## src/rtl/bit_serializer.sv

```systemverilog
// Byte-to-bit serializer: small byte FIFO feeding a shifter that emits one bit per clock.
// Optional even-parity cycle after each byte when SER_PARITY_EN is defined.
module bit_serializer #(
  parameter int unsigned DEPTH     = 4,
  parameter int unsigned MSB_FIRST = 1,
  parameter logic        IDLE_BIT  = 1'b1
) (
  input  logic                     clk,
  input  logic                     rst,
  input  logic [7:0]               din,
  input  logic                     din_vld,
  output logic                     din_rdy,
  output logic                     num_o,
  output logic                     bit_vld,
  output logic                     busy,
  output logic [$clog2(DEPTH):0]   level
);

  localparam int unsigned PTR_W  = $clog2(DEPTH);
  localparam int unsigned LVL_W  = PTR_W + 1;
  localparam int unsigned BYTE_W = 8;
  localparam int unsigned IDX_W  = 4;

  localparam logic [LVL_W-1:0] LVL_FULL  = LVL_W'(DEPTH);
  localparam logic [IDX_W-1:0] IDX_DONE  = IDX_W'(BYTE_W);

  typedef enum logic [1:0] {
    ST_IDLE   = 2'd0,
    ST_SHIFT  = 2'd1
`ifdef SER_PARITY_EN
    ,ST_PARITY = 2'd2
`endif
  } state_e;

  state_e             state_q, state_d;
  logic [BYTE_W-1:0]  mem_q [DEPTH];
  logic [BYTE_W-1:0]  mem_d [DEPTH];
  logic [PTR_W-1:0]   wr_ptr_q, wr_ptr_d;
  logic [PTR_W-1:0]   rd_ptr_q, rd_ptr_d;
  logic [LVL_W-1:0]   level_q, level_d;
  logic [BYTE_W-1:0]  shreg_q, shreg_d;
  logic [IDX_W-1:0]   idx_q, idx_d;
  logic               num_q, num_d;
  logic               bit_vld_q, bit_vld_d;

  logic               full_c;
  logic               lvl_nz_c;
  logic               push_c;
  logic               pop_c;
  logic               byte_done_c;
  logic [BYTE_W-1:0]  rd_byte_c;

  // Bit k of a byte in transmit order.
  function automatic logic send_bit(input logic [BYTE_W-1:0] b, input logic [2:0] k);
    logic r;
    if (MSB_FIRST != 0) begin
      r = b[3'd7 - k];
    end else begin
      r = b[k];
    end
    return r;
  endfunction

  assign full_c      = (level_q == LVL_FULL);
  assign lvl_nz_c    = (level_q != '0);
  assign push_c      = din_vld && !full_c;
  assign byte_done_c = (idx_q == IDX_DONE);
  assign rd_byte_c   = mem_q[rd_ptr_q];

  assign din_rdy = !full_c;
  assign num_o   = num_q;
  assign bit_vld = bit_vld_q;
  assign level   = level_q;
  assign busy    = (state_q != ST_IDLE) || lvl_nz_c;

  // State and datapath registers.
  always_ff @(posedge clk or posedge rst) begin
    if (rst) begin
      state_q   <= ST_IDLE;
      wr_ptr_q  <= '0;
      rd_ptr_q  <= '0;
      level_q   <= '0;
      shreg_q   <= '0;
      idx_q     <= '0;
      num_q     <= IDLE_BIT;
      bit_vld_q <= 1'b0;
      for (int i = 0; i < int'(DEPTH); i++) begin
        mem_q[i] <= '0;
      end
    end else begin
      state_q   <= state_d;
      wr_ptr_q  <= wr_ptr_d;
      rd_ptr_q  <= rd_ptr_d;
      level_q   <= level_d;
      shreg_q   <= shreg_d;
      idx_q     <= idx_d;
      num_q     <= num_d;
      bit_vld_q <= bit_vld_d;
      mem_q     <= mem_d;
    end
  end

  // Next state and pop decision; pops look only at the registered level.
  always_comb begin
    state_d = state_q;
    pop_c   = 1'b0;
    case (state_q)
      ST_IDLE: begin
        if (lvl_nz_c) begin
          pop_c   = 1'b1;
          state_d = ST_SHIFT;
        end
      end
      ST_SHIFT: begin
        if (byte_done_c) begin
`ifdef SER_PARITY_EN
          state_d = ST_PARITY;
`else
          pop_c   = lvl_nz_c;
          state_d = lvl_nz_c ? ST_SHIFT : ST_IDLE;
`endif
        end
      end
`ifdef SER_PARITY_EN
      ST_PARITY: begin
        pop_c   = lvl_nz_c;
        state_d = lvl_nz_c ? ST_SHIFT : ST_IDLE;
      end
`endif
      default: begin
        state_d = ST_IDLE;
      end
    endcase
  end

  // Serial output, shift register and bit index.
  always_comb begin
    shreg_d   = shreg_q;
    idx_d     = idx_q;
    num_d     = IDLE_BIT;
    bit_vld_d = 1'b0;
    if (pop_c) begin
      shreg_d   = rd_byte_c;
      num_d     = send_bit(rd_byte_c, 3'd0);
      bit_vld_d = 1'b1;
      idx_d     = IDX_W'(1);
    end else if (state_q == ST_SHIFT && !byte_done_c) begin
      num_d     = send_bit(shreg_q, idx_q[2:0]);
      bit_vld_d = 1'b1;
      idx_d     = idx_q + IDX_W'(1);
    end
`ifdef SER_PARITY_EN
    else if (state_q == ST_SHIFT) begin
      num_d     = ^shreg_q;
      bit_vld_d = 1'b1;
    end
`endif
    else begin
      idx_d = '0;
    end
  end

  // FIFO pointers, storage and occupancy.
  always_comb begin
    mem_d    = mem_q;
    wr_ptr_d = wr_ptr_q;
    rd_ptr_d = rd_ptr_q;
    level_d  = level_q;
    if (push_c) begin
      mem_d[wr_ptr_q] = din;
      wr_ptr_d        = wr_ptr_q + PTR_W'(1);
    end
    if (pop_c) begin
      rd_ptr_d = rd_ptr_q + PTR_W'(1);
    end
    case ({push_c, pop_c})
      2'b10:   level_d = level_q + LVL_W'(1);
      2'b01:   level_d = level_q - LVL_W'(1);
      default: level_d = level_q;
    endcase
  end

endmodule

```

## config.mk

```make
export PLATFORM = sky130hd
export DESIGN_NAME = bit_serializer
export DESIGN_NICKNAME = d
export VERILOG_FILES = /design/src/rtl/bit_serializer.sv
export SDC_FILE = /design/constraint.sdc
export NUM_CORES = 1
export LEC_CHECK = 0
export BUFFER_PORTS_ARGS = -buffer_cell sky130_fd_sc_hd__buf_2
export CAP_MARGIN = 10
export CORE_UTILIZATION = 59
export CTS_CLUSTER_SIZE = 14
export DETAILED_ROUTE_END_ITERATION = 8
export GPL_TIMING_DRIVEN = 1
export PLACE_DENSITY = 0.79
export SYNTH_ARGS = -nofsm -noshare
export SYNTH_HDL_FRONTEND = slang
export SYNTH_SLANG_ARGS = --single-unit
```

## constraint.sdc

```tcl
create_clock -name clk -period 3.05 [get_ports clk]
set_clock_uncertainty 0.1 [all_clocks]
set_input_delay 0.1525 -clock clk [delete_from_list [all_inputs] [get_ports clk]]
set_output_delay 0.1525 -clock clk [all_outputs]
set_load 0.02 [all_outputs]
```

==> flow_metrics.tcl <==
set metrics [dict create \
    outcome "finished clean" \
    syn_inst 158 \
    slew_viol_final 0 \
    die_w_um 67.0 \
    slowest_stage "dfrtp_1" \
    grtUsageMet2 0.369 \
    cp_top_family "adder cells" \
    cts_made_buffers 5 \
    ys_ff_latch 54 \
    drt-initial-drc-count 54 \
    antenna_found_initial 0 \
    die_h_um 67.0 \
    grt_pass1_vias 1452 \
    leakage_uw 0.00120 \
    hold_class "primary input to flip-flop" \
    hold_violations 0 \
    startpoint_type "flip-flop" \
    path_cells "inv_1, ha_1, nand3b_1, a21oi_4, ha_1, inv_1, fa_1, xor2_1, nor2_1, xor2_1" \
    wl_per_cell_um 18.7 \
    grtUsageTotal 0.222 \
    drc 0 \
    ys_seq_area_frac 0.542 \
    syn_nets 177 \
    clkLatencyLatePin_ns 0.30 \
    die_area_sq_mm 0.00449 \
    grt.overflow.total 0 \
    path_class "flip-flop to flip-flop" \
    crit_fanout 10 \
    num_io_pins 18 \
    worstPathRequired_ns 3.17 \
    vias 1324 \
    layout_common_cells "dfrtp_1, mux2_2, buf_2" \
    grt_pass1_wl_um 7100 \
    ant_nets 0 \
    clock_sinks 54 \
    via_per_inst 5.73 \
    htree_levels 2 \
    cts_setup_buffers 0 \
    yosys.cell_types.count 26 \
    core_sq_mm 0.00403 \
    crit_arrival_ns 2.75 \
    ctsResizeCount 0 \
    rows 23 \
    use_met3 0.0514 \
    yosysWarnings 0 \
    maxCapViolCount 0 \
    grt_max_degree 55 \
    gp_congestion 0.890 \
    netlist_area_sq_mm 0.00249 \
    area_growth_pct 10.5 \
    routed_wl_um 4320 \
    ctsHoldBuffers 0 \
    cts_tree "yes" \
    holdWs_ns 0.0115 \
    cts_root_buffer "clkbuf_8" \
    final_common_cell "dfrtp_1" \
    synth_area_leaders "dfrtp_1, mux2_2, mux4_2, ha_1, nand3_4" \
    port_buffers 17 \
    gr-max-usage-layer "met2" \
    powerDensity_mw_per_mm2 1080 \
    max_slew_margin 0.583 \
    drive_above_1_share 0.459 \
    diodes 0 \
    setup_viol 0 \
    drt_pass1_iterations 6 \
    yosys.area.top_type "dfrtp_1" \
    rsz0062_at_grt "false" \
    crit_buf_inv 2 \
    cp-end-kind "flip-flop" \
    dp_hpwl_um 3040 \
    use_met1 0.284 \
    max_freq_ghz 0.381 \
    syn_area_per_cell_sq_um 15.8 \
    cts_max_path_buffers 2 \
    fin_nets 199 \
    period_needed_ns 2.62 \
    p_total_uw 2990 \
    period_share 0.860 \
    tightest_slew_ns 0.626 \
    crit_path_max_incr_delay_ns 0.48 \
    path_clk_slew_ns 0.09 \
    floorplan.initialDensity 0.619 \
    tns_ns 0 \
    netlist.area_leader.share 0.532 \
    peakVddDrop_v 0.000493 \
]
[routing by layer]
layer  vias up  share of wire
met2        20           0.53
met4         0         0.0069
li1        613              -
met3         4          0.025
met1       687           0.44
met5         -              0
[per-stage QoR]
step / utilization / instances / setup slack, ns / area (sq um)
2_1_floorplan: - / 158 / 0.738 / 2490
3_3_place_gp: 0.648 / 221 / 0.662 / 2610
3_5_place_dp: 0.648 / 221 / 0.470 / 2610
4_1_cts: 0.676 / 229 / 0.437 / 2730
5_1_grt: 0.684 / 231 / 0.265 / 2760
6_report: 0.684 / 231 / 0.427 / 2760
[power by group]
group          leakage (uW)  internal, uW  switching [uW]
logic              0.000509           666             473
registers          0.000634          1080             282
clock network     0.0000585           268             221
[cell usage after synthesis (all sizes together)]
master	instances
nand2	4
nor3	1
buf	3
mux2i	4
a21oi	1
mux4	10
fa	1
nor2	4
nand3	5
ha	7
dfstp	1
xor2	4
or3b	1
mux2	41
nand2b	1
a211oi	1
clkbuf	1
and3	1
inv	9
dfrtp	53
nand3b	1
xnor2	4
[path summary, 6_finish.rpt]
path                          start  depth (start not counted)         to  slack, ns
hold / removal               din[2]                          2  mem_q[26]       0.01
min in group asynchronous       rst                          3   level[1]       0.20
max in group asynchronous       rst                          4      num_o       2.11
setup / recovery           idx_q[0]                         10   level[2]       0.43
setup reg to reg           idx_q[0]                         10   level[2]       0.43
hold reg to reg            mem_q[1]                          1   mem_q[1]       0.41
[cell families after synthesis]
group,share of synthesized area
AND/OR/NAND/NOR,0.0587
multiplexers,0.292
flip-flops,0.542
buffers and inverters,0.0266
adder cells (fa/ha/maj),0.0431
AO/OA/AOI/OAI,0.00954
XOR/XNOR,0.0281
[final cells by class]
class | instances | area, sq um
clock buffer | 7 | 86.3
fill | 281 | 1270
clock inverter | 1 | 30.0
tap | 50 | 62.6
sequential | 54 | 1350
multi-input combinational | 91 | 1070
inverter | 9 | 33.8
timing repair buffer | 19 | 115
[state kept, by name, summed over array words and instances (netlist names)]
signal,count
rd_ptr_q,2
shreg_q,8
level,3
mem_q,32
idx_q,4
num_o,1
state_q,1
wr_ptr_q,2
bit_vld,1
Power figures use the tool's default switching activity.
